File: config.mk
export PLATFORM = sky130hd
export DESIGN_NAME = spi_txn_arbiter
export DESIGN_NICKNAME = d
export VERILOG_FILES = /design/src/rtl/spi_pkg.sv /design/src/rtl/spi_rr_arbiter.sv /design/src/rtl/spi_txn_arbiter.sv
export SDC_FILE = /design/constraint.sdc
export NUM_CORES = 1
export LEC_CHECK = 0
export CAP_MARGIN = 40
export CORE_MARGIN = 5
export CORE_UTILIZATION = 43
export CTS_CLUSTER_SIZE = 24
export DETAILED_ROUTE_END_ITERATION = 16
export HOLD_SLACK_MARGIN = 0.1
export PLACE_DENSITY = 0.86
export SLEW_MARGIN = 20
export SYNTH_ARGS = -nofsm -noshare
export SYNTH_HDL_FRONTEND = slang
export SYNTH_SLANG_ARGS = --single-unit
File: constraint.sdc
create_clock -name FCLK_CLK0 -period 12.1 [get_ports FCLK_CLK0]
set_input_delay 1.815 -clock FCLK_CLK0 [delete_from_list [all_inputs] [get_ports FCLK_CLK0]]
set_output_delay 1.815 -clock FCLK_CLK0 [all_outputs]
set_load 0.1 [all_outputs]
File: src/rtl/spi_pkg.sv
// Shared definitions for the SPI transaction arbiter: FSM state encoding,
// default chip-select timing and a small elaboration-time helper.
package spi_pkg;

  typedef enum logic [2:0] {
    ST_IDLE  = 3'd0,
    ST_SETUP = 3'd1,
    ST_START = 3'd2,
    ST_WAIT  = 3'd3,
    ST_HOLD  = 3'd4,
    ST_GAP   = 3'd5
  } spi_state_e;

  localparam int unsigned DEF_CS_SETUP = 2;
  localparam int unsigned DEF_CS_HOLD  = 2;
  localparam int unsigned DEF_CS_GAP   = 4;
  localparam int unsigned DEF_TIMEOUT  = 4096;

  function automatic int unsigned max_u(input int unsigned a, input int unsigned b);
    return (a > b) ? a : b;
  endfunction

endpackage

File: src/rtl/spi_rr_arbiter.sv
// N-way round-robin grant: first asserted request at or after the pointer,
// wrapping, returned as a one-hot vector plus its index.
module spi_rr_arbiter
  import spi_pkg::*;
#(
  parameter int unsigned N_REQ = 4,
  parameter int unsigned IDX_W = 2
) (
  input  logic [N_REQ-1:0] i_req,
  input  logic [IDX_W-1:0] i_ptr,
  output logic [N_REQ-1:0] o_grant,
  output logic [IDX_W-1:0] o_idx,
  output logic             o_any
);

  logic [IDX_W-1:0] w_j;

  // Walk the requesters starting at the pointer and stop at the first hit.
  always_comb begin
    o_grant = '0;
    o_idx   = '0;
    o_any   = 1'b0;
    w_j     = i_ptr;
    for (int unsigned k = 0; k < N_REQ; k++) begin
      if (!o_any && i_req[w_j]) begin
        o_any        = 1'b1;
        o_idx        = w_j;
        o_grant[w_j] = 1'b1;
      end
      w_j = (w_j == IDX_W'(N_REQ - 1)) ? '0 : w_j + IDX_W'(1);
    end
  end

endmodule

File: src/rtl/spi_txn_arbiter.sv
// Shares one SPI shift engine among N_REQ requesters, each owning a chip select.
// Round-robin grant, CS setup/hold/gap framing, engine start and response return.
// Optional feature: define SPI_ARB_TIMEOUT_EN to enable the ST_WAIT watchdog
// (response with o_rsp_err=1 after TIMEOUT clocks without i_eng_done).
module spi_txn_arbiter
  import spi_pkg::*;
#(
  parameter int unsigned N_REQ    = 4,
  parameter int unsigned DATA_W   = 32,
  parameter int unsigned LEN_W    = $clog2(DATA_W) + 1,
  parameter int unsigned CS_SETUP = DEF_CS_SETUP,
  parameter int unsigned CS_HOLD  = DEF_CS_HOLD,
  parameter int unsigned CS_GAP   = DEF_CS_GAP,
  parameter int unsigned TIMEOUT  = DEF_TIMEOUT
) (
  input  logic                    FCLK_CLK0,
  input  logic                    RST_N,
  input  logic [N_REQ-1:0]        i_req_valid,
  input  logic [N_REQ*DATA_W-1:0] i_req_data,
  input  logic [N_REQ*LEN_W-1:0]  i_req_len,
  output logic [N_REQ-1:0]        o_req_ready,
  output logic [N_REQ-1:0]        o_rsp_valid,
  output logic [DATA_W-1:0]       o_rsp_data,
  output logic                    o_rsp_err,
  output logic                    o_eng_start,
  output logic [DATA_W-1:0]       o_eng_data,
  output logic [LEN_W-1:0]        o_eng_len,
  input  logic                    i_eng_busy,
  input  logic                    i_eng_done,
  input  logic [DATA_W-1:0]       i_eng_rx_data,
  output logic [N_REQ-1:0]        o_cs_n,
  output logic                    o_busy
);

  localparam int unsigned IDX_W = (N_REQ > 1) ? $clog2(N_REQ) : 1;
  // Sized for the watchdog too so both builds share one counter definition.
  localparam int unsigned CNT_MAX = max_u(max_u(CS_SETUP, CS_HOLD), max_u(CS_GAP, TIMEOUT));
  localparam int unsigned CNT_W   = $clog2(CNT_MAX + 1);
  localparam logic [CNT_W-1:0] SETUP_LAST = CNT_W'((CS_SETUP > 0) ? CS_SETUP - 1 : 0);
  localparam logic [CNT_W-1:0] HOLD_LAST  = CNT_W'((CS_HOLD > 0) ? CS_HOLD - 1 : 0);
  localparam logic [CNT_W-1:0] GAP_LAST   = CNT_W'((CS_GAP > 0) ? CS_GAP - 1 : 0);
  localparam logic [LEN_W-1:0] LEN_MAX    = LEN_W'(DATA_W);

  spi_state_e         r_state, w_state_d;
  logic [IDX_W-1:0]   r_ptr, w_ptr_d;
  logic [IDX_W-1:0]   r_gnt_idx, w_gnt_idx_d;
  logic [CNT_W-1:0]   r_cnt, w_cnt_d;
  logic [DATA_W-1:0]  r_eng_data, w_eng_data_d;
  logic [LEN_W-1:0]   r_eng_len, w_eng_len_d;
  logic [N_REQ-1:0]   r_rsp_valid, w_rsp_valid_d;
  logic [DATA_W-1:0]  r_rsp_data, w_rsp_data_d;

  logic [N_REQ-1:0]   w_grant;
  logic [IDX_W-1:0]   w_idx;
  logic               w_any;
  logic [DATA_W-1:0]  w_sel_data;
  logic [LEN_W-1:0]   w_sel_len;
  logic [N_REQ-1:0]   w_gnt_onehot;
  logic [N_REQ-1:0]   w_req_ready;
  logic               w_eng_start;
  logic               w_cs_active;

`ifdef SPI_ARB_TIMEOUT_EN
  localparam logic [CNT_W-1:0] TO_LAST = CNT_W'((TIMEOUT > 0) ? TIMEOUT - 1 : 0);
  logic r_rsp_err, w_rsp_err_d;
`endif

  spi_rr_arbiter #(
    .N_REQ (N_REQ),
    .IDX_W (IDX_W)
  ) u_rr (
    .i_req   (i_req_valid),
    .i_ptr   (r_ptr),
    .o_grant (w_grant),
    .o_idx   (w_idx),
    .o_any   (w_any)
  );

  // Select the winning requester's tx word and bit count.
  always_comb begin
    w_sel_data = '0;
    w_sel_len  = '0;
    for (int i = 0; i < int'(N_REQ); i++) begin
      if (w_idx == IDX_W'(i)) begin
        w_sel_data = i_req_data[i*DATA_W +: DATA_W];
        w_sel_len  = i_req_len[i*LEN_W +: LEN_W];
      end
    end
  end

  assign w_gnt_onehot = N_REQ'(1) << r_gnt_idx;

  // Transaction FSM next-state, capture and strobe generation.
  always_comb begin
    w_state_d     = r_state;
    w_ptr_d       = r_ptr;
    w_gnt_idx_d   = r_gnt_idx;
    w_eng_data_d  = r_eng_data;
    w_eng_len_d   = r_eng_len;
    w_rsp_valid_d = '0;
    w_rsp_data_d  = r_rsp_data;
    w_req_ready   = '0;
    w_eng_start   = 1'b0;
`ifdef SPI_ARB_TIMEOUT_EN
    w_rsp_err_d   = r_rsp_err;
`endif
    unique case (r_state)
      ST_IDLE: begin
        if (w_any) begin
          w_req_ready  = w_grant;
          w_gnt_idx_d  = w_idx;
          w_eng_data_d = w_sel_data;
          // Zero or oversize lengths fall back to a full-width transfer.
          w_eng_len_d  = ((w_sel_len == '0) || (w_sel_len > LEN_MAX)) ? LEN_MAX : w_sel_len;
          w_ptr_d      = (w_idx == IDX_W'(N_REQ - 1)) ? '0 : w_idx + IDX_W'(1);
          w_state_d    = (CS_SETUP > 0) ? ST_SETUP : ST_START;
        end
      end
      ST_SETUP: begin
        if (r_cnt == SETUP_LAST) w_state_d = ST_START;
      end
      ST_START: begin
        if (!i_eng_busy) begin
          w_eng_start = 1'b1;
          w_state_d   = ST_WAIT;
        end
      end
      ST_WAIT: begin
        if (i_eng_done) begin
          w_rsp_valid_d = w_gnt_onehot;
          w_rsp_data_d  = i_eng_rx_data;
`ifdef SPI_ARB_TIMEOUT_EN
          w_rsp_err_d   = 1'b0;
`endif
          w_state_d     = (CS_HOLD > 0) ? ST_HOLD : ST_GAP;
        end
`ifdef SPI_ARB_TIMEOUT_EN
        else if (r_cnt == TO_LAST) begin
          w_rsp_valid_d = w_gnt_onehot;
          w_rsp_data_d  = '0;
          w_rsp_err_d   = 1'b1;
          w_state_d     = (CS_HOLD > 0) ? ST_HOLD : ST_GAP;
        end
`endif
      end
      ST_HOLD: begin
        if (r_cnt == HOLD_LAST) w_state_d = ST_GAP;
      end
      ST_GAP: begin
        if (r_cnt == GAP_LAST) w_state_d = ST_IDLE;
      end
      default: w_state_d = ST_IDLE;
    endcase
  end

  // Phase counter: restarts on every state change, runs only in timed states.
  always_comb begin
    w_cnt_d = '0;
    if (w_state_d == r_state) begin
      unique case (r_state)
        ST_SETUP, ST_HOLD, ST_GAP: w_cnt_d = r_cnt + CNT_W'(1);
`ifdef SPI_ARB_TIMEOUT_EN
        ST_WAIT:                   w_cnt_d = r_cnt + CNT_W'(1);
`endif
        default:                   w_cnt_d = '0;
      endcase
    end
  end

  // State and datapath registers with synchronous active-low reset.
  always_ff @(posedge FCLK_CLK0) begin
    if (!RST_N) begin
      r_state     <= ST_IDLE;
      r_ptr       <= '0;
      r_gnt_idx   <= '0;
      r_cnt       <= '0;
      r_eng_data  <= '0;
      r_eng_len   <= '0;
      r_rsp_valid <= '0;
      r_rsp_data  <= '0;
    end else begin
      r_state     <= w_state_d;
      r_ptr       <= w_ptr_d;
      r_gnt_idx   <= w_gnt_idx_d;
      r_cnt       <= w_cnt_d;
      r_eng_data  <= w_eng_data_d;
      r_eng_len   <= w_eng_len_d;
      r_rsp_valid <= w_rsp_valid_d;
      r_rsp_data  <= w_rsp_data_d;
    end
  end

`ifdef SPI_ARB_TIMEOUT_EN
  // Error flag accompanies the response strobe.
  always_ff @(posedge FCLK_CLK0) begin
    if (!RST_N) r_rsp_err <= 1'b0;
    else        r_rsp_err <= w_rsp_err_d;
  end
  assign o_rsp_err = r_rsp_err;
`else
  assign o_rsp_err = 1'b0;
`endif

  assign w_cs_active = (r_state == ST_SETUP) || (r_state == ST_START) ||
                       (r_state == ST_WAIT)  || (r_state == ST_HOLD);

  assign o_cs_n      = w_cs_active ? ~w_gnt_onehot : '1;
  assign o_req_ready = w_req_ready;
  assign o_eng_start = w_eng_start;
  assign o_eng_data  = r_eng_data;
  assign o_eng_len   = r_eng_len;
  assign o_rsp_valid = r_rsp_valid;
  assign o_rsp_data  = r_rsp_data;
  assign o_busy      = (r_state != ST_IDLE);

endmodule
==> results of run 1 <==
==> per-stage QoR <==
step | power, W | hold WS [ps]
detailed placement | 0.00215 | 446
global placement | 0.00184 | 441
CTS | 0.00244 | 456
finish | 0.00245 | 455
global route | 0.00257 | 486
floorplan | 0.00151 | 434
==> layout by cell type, fill, tap and decap left out, drive strengths merged, types with 3 or more instances in the layout <==
cell type / instances
a211oi: 33
a221o: 3
a221oi: 38
o21ai: 6
inv: 14
clkdlybuf4s50: 275
nand2b: 4
xor2: 5
buf: 94
ha: 10
nand2: 87
nor3: 36
dfxtp: 94
nor3b: 3
clkbuf: 12
mux2i: 5
nand3b: 5
a22oi: 6
mux2: 3
clkinv: 4
o22ai: 6
nor2b: 34
nor2: 60
xnor2: 7
or2: 3
nand4: 5
nand3: 19
and3: 5
a21oi: 86
==> report_power, final <==
group / internal, W / total (W) / switching [W]
Combinational: 0.000700 / 0.00176 / 0.00106
Clock: 0.000157 / 0.000278 / 0.000122
Sequential: 0.000363 / 0.000410 / 0.0000471
==> cell type report <==
type / count / area, sq um
timing repair buffer: 369 / 4670
inverter: 15 / 57.6
tap: 168 / 210
multi-input combinational: 497 / 3140
clock inverter: 4 / 30.0
sequential: 94 / 1880
clock buffer: 12 / 267
fill: 612 / 1840
antenna: 2 / 5.00
==> path summary, 6_finish.rpt <==
kind,start,endpoint,slack [ps],cells after the start
setup / recovery,i_req_valid[2],o_req_ready[1],5660,8
setup reg to reg,r_ptr[0],o_eng_len[5],7010,14
hold / removal,o_eng_len[2],o_eng_len[2],460,2
hold reg to reg,o_eng_len[2],o_eng_len[2],460,2
==> sequential cells by signal, indices dropped and copies added, names as in the netlist <==
signal / cells
r_gnt_idx: 2
r_ptr: 2
o_rsp_valid: 4
o_eng_len: 6
o_rsp_data: 32
o_eng_data: 32
r_state: 3
r_cnt: 13
==> metal layers <==
metal / up-vias / track usage / part of all wire
met5: - / 0 / 0
met4: 0 / 0.193 / 0.057
met3: 100 / 0.0979 / 0.094
met2: 400 / 0.575 / 0.50
met1: 3119 / 0.333 / 0.35
li1: 3041 / - / -
==> cells by family (layout without fill, tap and decap cells) <==
group	count (synthesis)	in the layout	synth area share
buffers and inverters	75	400	0.0640
xor gates and xnor gates	12	12	0.0197
and+or+nand+nor	273	273	0.248
adders and majority gates	10	10	0.0234
other	1	3	0.000702
DFF	94	94	0.352
muxes	9	9	0.0206
AOI/OAI and AO/OA	192	192	0.271
==> cell usage after synthesis, drive strengths merged (3+ instances only) <==
library cell  count
xnor2             7
nor2             60
nand4             5
and3              5
mux2              3
clkbuf           41
nand2b            4
buf              19
nand3            19
dfxtp            94
xor2              5
inv              15
o22ai             6
nand3b            5
a21oi            86
a221oi           38
o21ai             6
mux2i             5
nor3b             3
a22oi             6
nor3             36
nand2            87
nor2b            34
ha               10
a221o             3
or2               3
a211oi           33
==> worst max-delay path: stages <==
cell,delay [ps]
clkdlybuf4s50_1,600
mux4_2,670
inv_2,170
o2111a_1,330
a22oi_1,120
a21oi_1,170
clkdlybuf4s50_1,540
buf_8,200
==> metrics.txt, run 1 <==
first-pass GRT wire length 37.6 mm; Final Non-Filler Cells 1,161; router iterations before antenna repair 7; Post-DP HPWL around 19 mm; Inst Count DP roughly 1,100; H-tree Lvls 3; Num CTS Buffers 9; initial antenna violation count 2; Yosys Warn Count 0; CP startpoint kind input port; Post-synth EDFFs 0; LEAKAGE about 3.7 nW; syn nets between 800 and 900; postcts setup bufs 0; main flop type after synthesis dfxtp_1; DR vias/cell roughly 5.7; Max-slew headroom 0.547; CP endpoint kind primary output; share of cells above drive strength 1 0.164; Post-DRT Antenna Nets 0; All-Layer GR Usage 0.324; drt total wl around 25 mm; DRC Markers 0; Arr. time, crit path 4620 ps; worst hold path type flip-flop to flip-flop; fin nets roughly 1,200; grt ovf 0; status finished clean; FMAX approximately 0.16 GHz; initial core utilization 0.441; skew final approximately 11 ps; DR vias about 6,700; worst skew pair latency 330 ps; Syn Area/Cell approximately 8 sq um; Die Y 121 microns; Synth top area share 0.352; routed len/inst roughly 21 microns; RSZ-0062 raised after global routing no; Seq cells post-synth 94; Slew @ Worst Pin between 600 and 700 ps; final slew viol count 0; io pins between 200 and 300; CTS tree yes; Area Overhead vs Synth 92.3%; Core ar. 0.0121 sq mm; Synth area leaders dfxtp_1, a21oi_1, a211oi_2; post-synthesis cell type count 65; max-cap violations 0; CTS resizes 0; clk slew on worst S/H paths 60 ps; vias in the first global route approximately 6,900; Post-Syn Area approximately 0.0053 sq mm; Worst EP required approximately 10,000 ps; TNS Setup 0 ps; post-route setup slack roughly 5700 ps; post-synth top area cell dfxtp_1; Post-Syn Instances roughly 670; P per Cell Area between 200 and 250 mW/mm^2; peak supply drop 0.149 mV; Final Hold Violating Endpoints 0; largest net degree at the start of global routing 75; FP Rows 40; Async S/R FF share, synth 0; Port Buffers between 200 and 300; register area share after synthesis 0.352; DP Worst Slack around 5700 ps; crit path time final between 6000 and 7000 ps; # hold bufs at CTS 0; endpoints failing setup 0; Die X between 100 and 150 microns; Core Util, Final 0.848; Root Driver clkbuf_16; DP Area 0.00995 sq mm; CTS Sinks 94; Final Cycle Share 0.532; fin area about 0.010 sq mm; Iter 0 DRT Violations 487; Total Die Area 0.0147 sq mm; Crit Path Max Fanout 13; gpl congestion between 0.9 and 1; crit path kind input port to primary output; Max clock buf depth 2
Note: power is estimated with default switching activity, not from simulation.
==> inputs of run 2 (changes only) <==
--- a/config.mk
+++ b/config.mk
@@ -7,11 +7,11 @@
 export LEC_CHECK = 0
 export CAP_MARGIN = 40
 export CORE_MARGIN = 5
-export CORE_UTILIZATION = 43
+export CORE_UTILIZATION = 40
 export CTS_CLUSTER_SIZE = 24
 export DETAILED_ROUTE_END_ITERATION = 16
 export HOLD_SLACK_MARGIN = 0.1
-export PLACE_DENSITY = 0.86
+export PLACE_DENSITY = 0.81
 export SLEW_MARGIN = 20
 export SYNTH_ARGS = -nofsm -noshare
 export SYNTH_HDL_FRONTEND = slang
==> constraint.sdc (replaced) <==
create_clock -name FCLK_CLK0 -period 6.2 [get_ports FCLK_CLK0]
set_input_delay 0.93 -clock FCLK_CLK0 [delete_from_list [all_inputs] [get_ports FCLK_CLK0]]
set_output_delay 0.93 -clock FCLK_CLK0 [all_outputs]
set_load 0.1 [all_outputs]
==> run 2 against run 1 <==
Non-clock buffer count unchanged. Die area rose by 6.9%. Routed wire length decreased by 7.3%. Count of clock-buffer cells in the layout shrank 1. Global-route usage fell by 4.2 points. Combinational power grew 90%. Clock skew grew 0.99 ps. Largest cell class unchanged. Largest power group unchanged.
==> metrics.txt, run 2 (synthesis gave the netlist of run 1 again) <==
Port Buffers between 200 and 300; CP Depth 13; share of cells above drive strength 1 0.164; Post-DRT Antenna Nets 0; max-cap violations 0; H-tree Lvls 3; postcts setup bufs 0; drt total wl roughly 23 mm; io pins around 280; CTS resizes 0; clk slew on worst S/H paths approximately 60 ps; Cell Chain, Critical Path inv_1 > ha_1 > mux2_2 > mux2i_2 > and4_1 > or2_1 > ha_1 > nor2b_2 > buf_4 > a221o_1 > a22oi_1 > inv_1 > o31a_1; initial antenna violation count 1; Max-slew headroom 0.481; first-pass GRT wire length 35.7 mm; Num CTS Buffers 9; peak supply drop between 0.2 and 0.25 mV; met3 usage 0.0840; FILL cells between 800 and 900; DP Worst Slack around 1100 ps; Hold WS around 460 ps; most frequent cells in the layout clkdlybuf4s50_1, dfxtp_1, nand2_1, a21oi_1, nor2_1; P per Cell Area between 400 and 500 mW/mm^2; Worst EP required roughly 6400 ps; met2 Use GR 0.515; final slew viol count 0; skew final 11.9 ps; GRT busiest layer met2; All-Layer GR Usage 0.282; CP delay by family, top adder cells; DRC Markers 0; LEAKAGE 3.73 nW; initial core utilization 0.405; FF-to-FF End o_eng_len[5]; Die Y around 130 microns; crit path kind flip-flop to flip-flop; Critical Path Max Stage Delay 720 ps; CP max stage cell dfxtp_1; Crit Path Max Fanout 37; router iterations before antenna repair 8; FMAX slightly above 0.2 GHz; FP Rows 42; DR vias/cell roughly 5.4; routed len/inst around 20 microns; Final Cycle Share 0.793; endpoints failing setup 0; gpl congestion between 0.8 and 0.9; DR vias 6,333; Final Hold Violating Endpoints 0; Reg2Reg Setup Slack 1280 ps; Post-DP HPWL ~18 mm; post-route setup slack roughly 1300 ps; fin nets 1,188; TNS Setup 0 ps; worst r2r path cells 13; vias in the first global route between 6,000 and 7,000; CP endpoint kind flip-flop; grt ovf 0; Total Die Area roughly 0.016 sq mm; worst skew pair latency between 300 and 400 ps; Max clock buf depth 2; Area Overhead vs Synth 91.5%; Slew @ Worst Pin 778 ps; CTS tree yes; Tot Pwr about 0.0047 W; reg2reg start r_ptr[0]; worst path bufs/invs 3; # hold bufs at CTS 0; GR Util met1 0.299; Root Driver clkbuf_16; crit path time final about 4900 ps; Iter 0 DRT Violations just over 300; status finished clean; RSZ-0062 raised after global routing no; CP endpoint o_eng_len[5]; Core ar. approximately 0.013 sq mm; Die X between 100 and 150 microns; CP startpoint kind flip-flop; critical path startpoint r_ptr[0]; commonest non-fill, non-tap cell in the layout clkdlybuf4s50_1; CTS Sinks 94; Arr. time, crit path a little over 5000 ps; largest net degree at the start of global routing 48; worst hold path type flip-flop to flip-flop
## run 2: changes by cell type in the layout (fill, tap and decap cells not counted), sizes merged
| cell | change |
|---|---|
| inv | +1 |
| diode | -1 |
| buf | +1 |
| clkinv | -1 |
| clkinvlp | +1 |
| clkbuf | -1 |
| clkdlybuf4s50 | -1 |
## run 2: cell type report
cell class	instances	area, sq um	share of cell area
sequential	94	1880	0.184
tap	176	220	0.0215
timing repair buffer	369	4640	0.454
clock inverter	5	33.8	0.00330
antenna	1	2.50	0.000245
inverter	15	57.6	0.00563
clock buffer	11	243	0.0237
multi-input combinational	497	3140	0.307
## run 2: worst min-delay path by stage
stage                    from  slack [ps]  cells after the start              to
3_5_place_dp   o_rsp_data[16]         450                      2  o_rsp_data[16]
3_3_place_gp   o_rsp_data[27]         440                      2  o_rsp_data[27]
4_1_cts         o_rsp_data[9]         460                      2   o_rsp_data[9]
2_1_floorplan        r_cnt[0]         430                      1        r_cnt[0]
6_report        o_rsp_data[9]         460                      2   o_rsp_data[9]
5_1_grt          o_eng_len[0]         470                      2    o_eng_len[0]
## run 2: metal layers
layer | part of all wire | routed length (microns)
met4 | 0.042 | 973
met3 | 0.085 | 1970
met5 | 0 | 0
met1 | 0.35 | 8050
met2 | 0.52 | 12100
## run 2: worst register-to-register path, cell delays in order, from the launching register on
cell and delay (ps):
dfxtp_1 720, inv_1 180, ha_1 560, mux2_2 430, mux2i_2 340, and4_1 310, or2_1 150, ha_1 670
nor2b_2 80, buf_4 280, a221o_1 340, a22oi_1 400, inv_1 80, o31a_1 280
## run 2: per-stage QoR
step,utilization,std cells,instance area (sq um)
2_1_floorplan,-,666,5340
6_report,0.775,1168,10200
4_1_cts,0.775,1167,10200
3_3_place_gp,0.616,1066,8120
5_1_grt,0.775,1168,10200
3_5_place_dp,0.754,1151,9950
## run 2: report_power, final
group	internal [W]	switching (W)	total, W
clock	0.000283	0.000239	0.000522
sequential	0.000708	0.0000893	0.000797
combinational	0.00134	0.00200	0.00334
==> inputs of run 3 (changes only) <==
--- a/config.mk
+++ b/config.mk
@@ -7,11 +7,11 @@
 export LEC_CHECK = 0
 export CAP_MARGIN = 40
 export CORE_MARGIN = 5
-export CORE_UTILIZATION = 40
+export CORE_UTILIZATION = 36
 export CTS_CLUSTER_SIZE = 24
 export DETAILED_ROUTE_END_ITERATION = 16
 export HOLD_SLACK_MARGIN = 0.1
-export PLACE_DENSITY = 0.81
+export PLACE_DENSITY = 0.77
 export SLEW_MARGIN = 20
 export SYNTH_ARGS = -nofsm -noshare
 export SYNTH_HDL_FRONTEND = slang
==> constraint.sdc (replaced) <==
create_clock -name FCLK_CLK0 -period 4.1 [get_ports FCLK_CLK0]
set_input_delay 0.615 -clock FCLK_CLK0 [delete_from_list [all_inputs] [get_ports FCLK_CLK0]]
set_output_delay 0.615 -clock FCLK_CLK0 [all_outputs]
set_load 0.1 [all_outputs]
==> run 3 against run 2 <==
Final area increased by 1.7%. Largest power group unchanged. Total power increased by 55%. Routed wire length decreased by 0.85%. Die area increased by 10%. Combinational power increased by 57%. Global-route usage decreased by 2.6 points. Count of clock-buffer cells in the layout decreased by 2.
==> metrics.txt, run 3 (synthesis gave the netlist of run 1 again) <==
commonest non-fill, non-tap cell in the layout clkdlybuf4s50_1; clock share of power 0.110; DR vias/cell 5.33; Psw about 0.0036 W; Critical Path Max Stage Delay around 500 ps; FMAX roughly 0.27 GHz; Root Driver clkbuf_16; max-cap violations 0; CP most frequent cell buf_4; status finished clean; CP endpoint kind flip-flop; initial antenna violation count 1; endpoints failing setup 0; LEAKAGE approximately 3.8 nW; fin nets 1,199; CP delay by family, top simple AND/OR/NAND/NOR gates; Post-DRT Antenna Nets 0; gpl congestion 0.875; largest net degree at the start of global routing 48; Final Cycle Share 0.917; crit path kind flip-flop to flip-flop; final slew viol count 0; Total Die Area about 0.017 sq mm; CP startpoint kind flip-flop; Iter 0 DRT Violations roughly 360; crit path time final 3760 ps; clk slew on worst S/H paths roughly 70 ps; CTS Sinks 94; fin area between 0.01 and 0.015 sq mm; io pins around 280; P per Cell Area just under 700 mW/mm^2; Power Internal about 0.0036 W; Comb power frac 0.725; Cell Chain, Critical Path inv_1 > ha_1 > buf_4 > mux2_2 > or4_4 > nand3_2 > buf_4 > ha_1 > buf_4 > a221oi_1 > nor3_1 > a21oi_1 > a211oi_2; worst skew pair latency approximately 340 ps; Final Hold Violating Endpoints 0; skew final about 8.1 ps; Sequential Power Share 0.165; Num CTS Buffers 9; CP max stage cell or4_4; CTS resizes 0; Die Y between 100 and 150 microns; Port Buffers between 200 and 300; switching portion of total power 0.495; vias in the first global route around 6,400; initial core utilization 0.367; DRC Markers 0; worst hold path type flip-flop to flip-flop; Worst EP required about 4400 ps; Core Util, Final 0.715; All-Layer GR Usage 0.255; routed len/inst slightly below 20 microns; Max clock buf depth 2; FP Rows 44; first-pass GRT wire length around 36 mm; most frequent cells in the layout clkdlybuf4s50_1, dfxtp_1, nand2_1, a21oi_1, nor2_1; worst path bufs/invs 4; share of cells above drive strength 1 0.184; CTS tree yes; # hold bufs at CTS 0; drt total wl between 20 and 25 mm; Crit Path Max Fanout 39; Die X between 100 and 150 microns; postcts setup bufs 0; router iterations before antenna repair 5; RSZ-0062 raised after global routing no; DP Area approximately 0.010 sq mm; Core ar. roughly 0.015 sq mm; Slew @ Worst Pin 659 ps; Post-DP HPWL 18.3 mm; peak supply drop 0.315 mV; DR vias around 6,300; Max-slew headroom 0.557; Area Overhead vs Synth 94.7%; H-tree Lvls 3; grt ovf 0; Arr. time, crit path 4020 ps
-- run 3: changes by cell type in the layout (fill, tap and decap cells not counted), sizes merged --
cell,previous run,this run
buf,95,110
clkbuf,11,9
clkdlybuf4s50,274,270
clkinvlp,2,1
inv,15,18
-- run 3: layer usage --
layer	track usage	wire (microns)	up-vias
met2	0.458	11800	294
met3	0.0725	1780	41
met5	0	0	-
met4	0.108	791	0
li1	-	-	3050
met1	0.281	8550	2936
-- run 3: final cells by class --
cell class,count,area [sq um]
Antenna cell,1,2.50
Inverter,15,57.6
Tap cell,184,230
Timing Repair Buffer,380,4780
Clock inverter,7,52.6
Fill cell,1038,4140
Sequential cell,94,1880
Clock buffer,9,225
Multi-Input combinational cell,497,3170
-- run 3: final timing paths --
path | startpoint | to | slack, ps | cells after the start
max | r_ptr[1] | o_eng_data[5] | 340 | 13
min | o_rsp_data[23] | o_rsp_data[23] | 450 | 2
max reg2reg | r_ptr[1] | o_eng_data[5] | 340 | 13
min reg2reg | o_rsp_data[23] | o_rsp_data[23] | 450 | 2
-- run 3: power groups by stage --
stage / Clock (W) / Sequential [W] / Combinational (W)
4_1_cts: 0.000819 / 0.00119 / 0.00525
2_1_floorplan: 0 / 0.00209 / 0.00238
6_report: 0.000793 / 0.00119 / 0.00524
5_1_grt: 0.000854 / 0.00121 / 0.00557
3_3_place_gp: 0 / 0.00121 / 0.00441
3_5_place_dp: 0 / 0.00121 / 0.00523
-- run 3: tightest hold or removal path: stages, from the launching register on --
cell	delay, ps
dfxtp_1	310
nand2_1	50
a21oi_1	50
-- run 3: stage by stage --
step / setup slack (ps) / cells / hold slack (ps) / setup TNS, ps / power [W]
detailed placement: -32.8 / 1170 / 447 / -55.5 / 0.00644
global route: 112 / 1187 / 474 / 0 / 0.00764
CTS: 260 / 1186 / 457 / 0 / 0.00726
global placement: 94.5 / 1090 / 439 / 0 / 0.00562
floorplan: 189 / 666 / 434 / 0 / 0.00447
finish: 340 / 1187 / 453 / 0 / 0.00723
==> RTL edit 1 (settings of run 2) <==
Set the package constant `DEF_CS_HOLD` to 1 (it was 2).
--- a/src/rtl/spi_pkg.sv
+++ b/src/rtl/spi_pkg.sv
@@ -14,3 +14,3 @@
   localparam int unsigned DEF_CS_SETUP = 2;
-  localparam int unsigned DEF_CS_HOLD  = 2;
+  localparam int unsigned DEF_CS_HOLD  = 1;
   localparam int unsigned DEF_CS_GAP   = 4;
Behaviour: not the same (Yosys sat finds a counterexample within 10 cycles, from zero or initial values and one cycle with RST_N low).
==> RTL edit 1 against run 2 <==
Worst setup slack got worse by 0.16 ns; sequential cell count unchanged; power rose by 11%; synthesized area grew 2.9%; die area up 2.6%; critical endpoint is now o_req_ready[0]; count of clock-buffer cells in the layout down 1; design area is 0.35% lower; non-clock buffer count shrank 3; routed wire length shrank 8.5%.
==> RTL edit 1: results (changes against run 2) <==
* Status: completed
* Buffering overhead at 0.436 (-0.0183)
* Initial antenna violation count at 0 (-1)
* Synth Area in Compound Gates at 0.301 (+0.0295)
* Post-synthesis cell type count at 59 (-9.2%)
* Post-Synth Adder-Cell Area at 0.0251 (+0.00162)
* Reg2reg setup slack at 1.32 ns (+0.04 ns)
* 1st-pass router iterations at 5 (-3)
* Metal-1 WL at 7750 um (-3.7%)
* CP Max Fanout at 17 (-54%)
* Placed insts at 1179 (+2.4%)
* Routed WL per cell at 17.7 um (-11%)
* Setup Skew at 0.0114 ns (-0.000518 ns)
* Met3 wire length at 1600 um (-19%)
* CLK BUF at 10 (-1)
* M2 GR Usage at 0.467 (-0.0484)
* Mux cell area share after synthesis at 0.0273 (+0.00671)
* First-pass GRT wire length at 32900 um (-7.7%)
* Register area share after synthesis at 0.343 (-0.00987)
* Fraction of area in multi-input gates at 0.322 (+0.0150)
* Non-clk bufs at 366 (-0.81%)
* Multi-input gate count at 528 (+6.2%)
* Sequential share of cell area at 0.185 (+0.000655)
* Placer congestion estimate at 0.898 (+0.28%)
* Post-DP HPWL at 16500 um (-9.5%)
* Drt total wl at 21100 um (-8.5%)
* Top post-synthesis cells by count: nand2_1 (147), dfxtp_1 (94), a21oi_1 (77)
* Syn avg cell area at 7.82 um^2 (-2.5%)
* Hold slack at 0.455 ns (-0.00146 ns)
* GRT met3 Usage at 0.0710 (-0.0131)
* Metal2 WL at 11000 um (-9.4%)
* Layout cells sized above 1 at 0.120 (-0.0448)
* Leak at 0.00396 uW (+6.3%)
* GR Util All Layers at 0.253 (-0.0284)
* HP Start: o_eng_len[2]
## RTL edit 1: cell types whose count changed after synthesis, moves of 31 or more
| cell | before | now |
|---|---|---|
| a21boi_0 | 0 | 37 |
| a221oi_1 | 38 | 6 |
| o211ai_1 | 1 | 33 |
| a211oi_2 | 31 | 0 |
| o211a_1 | 1 | 32 |
| nand2_1 | 86 | 147 |
| nor2_1 | 59 | 22 |
## RTL edit 1: report_power, final
| part | total [uW] | leakage (uW) | switching [uW] | internal (uW) |
|---|---|---|---|---|
| clock network | 575 | 0.000150 | 254 | 321 |
| registers | 839 | 0.000767 | 106 | 733 |
| logic | 3740 | 0.00304 | 2240 | 1500 |
| total | 5150 | 0.00396 | 2600 | 2550 |
## RTL edit 1: through the flow
step / setup slack, ns / util
3_5_place_dp: 1.38 / 0.741
2_1_floorplan: 1.65 / -
5_1_grt: 0.889 / 0.763
6_report: 1.13 / 0.763
4_1_cts: 1.18 / 0.763
3_3_place_gp: 1.18 / 0.618
==> RTL edit 2 (flow settings as in run 2) <==
Without the edit above. Encoding of `spi_state_e`: now one-hot (6 bits for 6 states).
--- a/src/rtl/spi_pkg.sv
+++ b/src/rtl/spi_pkg.sv
@@ -4,9 +4,9 @@
 
-  typedef enum logic [2:0] {
-    ST_IDLE  = 3'd0,
-    ST_SETUP = 3'd1,
-    ST_START = 3'd2,
-    ST_WAIT  = 3'd3,
-    ST_HOLD  = 3'd4,
-    ST_GAP   = 3'd5
+  typedef enum logic [5:0] {
+    ST_IDLE  = 6'b000001,
+    ST_SETUP = 6'b000010,
+    ST_START = 6'b000100,
+    ST_WAIT  = 6'b001000,
+    ST_HOLD  = 6'b010000,
+    ST_GAP   = 6'b100000
   } spi_state_e;
Formal check against the unedited RTL: no difference found for any inputs over 10 cycles, from zero or initial values and one cycle with RST_N low; not proved beyond that.
==> RTL edit 2 against run 2 <==
Clock skew decreased by 0.00099 ns; routed wire length is 0.36% higher; non-clock buffer count is 3 lower; critical endpoint is now o_req_ready[3]; design area increased by 2.5%; via count rose by 5.8%; sequential cell count increased by 3; power increased by 2.0%; combinational power shrank 1%; first-iteration DRC count grew 80%; worst setup slack gained 0.41 ns; critical path depth down 5; largest power group unchanged; synthesized cell count is 8.4% higher; synthesized area up 4.3%; register-to-register slack better by 0.47 ns; critical path type is now reg -> out.
==> RTL edit 2: results (changes against run 2) <==
* Metal-1 WL at 8590 um (+6.7%)
* First-pass GRT wire length at 35900 um (+0.52%)
* Largest net degree at the start of global routing at 69 (+44%)
* Leak at 0.00405 uW (+8.7%)
* Setup Skew at 0.0109 ns (-0.000988 ns)
* Syn avg cell area at 7.72 um^2 (-3.8%)
* R2r endpoint: o_eng_len[3]
* GRT met3 Usage at 0.0504 (-0.0336)
* Layout cells sized above 1 at 0.122 (-0.0420)
* 1st-pass router iterations at 7 (-1)
* Via Count at 6701 (+5.8%)
* Final period util at 0.727 (-0.0655)
* Vias in the first global route at 6770 (+4.9%)
* Hold slack at 0.453 ns (-0.00365 ns)
* Post-synthesis cell type count at 61 (-6.2%)
* CP Capture Point: o_req_ready[3]
* FILL cells at 933 (+11%)
* Pint at 2430 uW (+4.1%)
* Hold path cells at 2 (unchanged)
* Worst Hold End: o_rsp_data[21]
* XOR/XNOR Fraction of Synth Area at 0.0220 (+0.00233)
* Mux cell area share after synthesis at 0.0207 (+0.0000417)
* Placed insts at 1200 (+4.3%)
* Drt total wl at 23200 um (+0.36%)
* Top area cells in the synthesized netlist: dfxtp_1 (35%), a21oi_1 (11%), nand2_1 (11%)
* Status: completed
* Worst VDD drop at 0.366 mV (+68%)
* Synth Area in Compound Gates at 0.280 (+0.00917)
* Placer congestion estimate at 0.912 (+1.9%)
* Post-Synth Adder-Cell Area at 0.0225 (-0.000973)
* GR Util met1 at 0.317 (+0.0175)
* Met3 wire length at 1480 um (-25%)
* GR Util All Layers at 0.276 (-0.00549)
* Register area share after synthesis at 0.349 (-0.00386)
* Slew HR at 0.571 (+0.0902)
* CP Max Fanout at 14 (-62%)
* Metal2 WL at 12200 um (+1.2%)
* Data arrival, critical path at 3.58 ns (-1.56 ns)
* Routed WL per cell at 19.0 um (-3.8%)
* HP Start: o_rsp_data[21]
* Crit Path Category: reg -> out
* DP Area at 0.0101 mm^2 (+1.9%)
[RTL edit 2: final cells by class]
type / instances / area, um^2 / share of cell area
timing repair buffer: 366 / 4650 / 0.444
multi-input combinational: 547 / 3290 / 0.314
sequential: 97 / 1940 / 0.185
clock buffer: 10 / 239 / 0.0228
tap: 180 / 225 / 0.0215
clock inverter: 6 / 90.1 / 0.00860
inverter: 11 / 41.3 / 0.00394
antenna: 1 / 2.50 / 0.000239
[RTL edit 2: power groups by stage]
stage | Sequential [uW] | Clock, uW | Combinational (uW)
3_3_place_gp | 838 | 0 | 2700
5_1_grt | 843 | 659 | 3490
6_report | 832 | 621 | 3300
2_1_floorplan | 1450 | 0 | 1540
4_1_cts | 829 | 631 | 3290
3_5_place_dp | 843 | 0 | 3280
[RTL edit 2: critical path, cell delays in order, from the launching register on]
cell,delay (ns)
dfxtp_1,0.63
inv_1,0.22
ha_1,0.65
mux2i_2,0.38
mux2i_1,0.22
nor4_2,0.46
a222oi_1,0.18
a21oi_1,0.18
buf_4,0.31
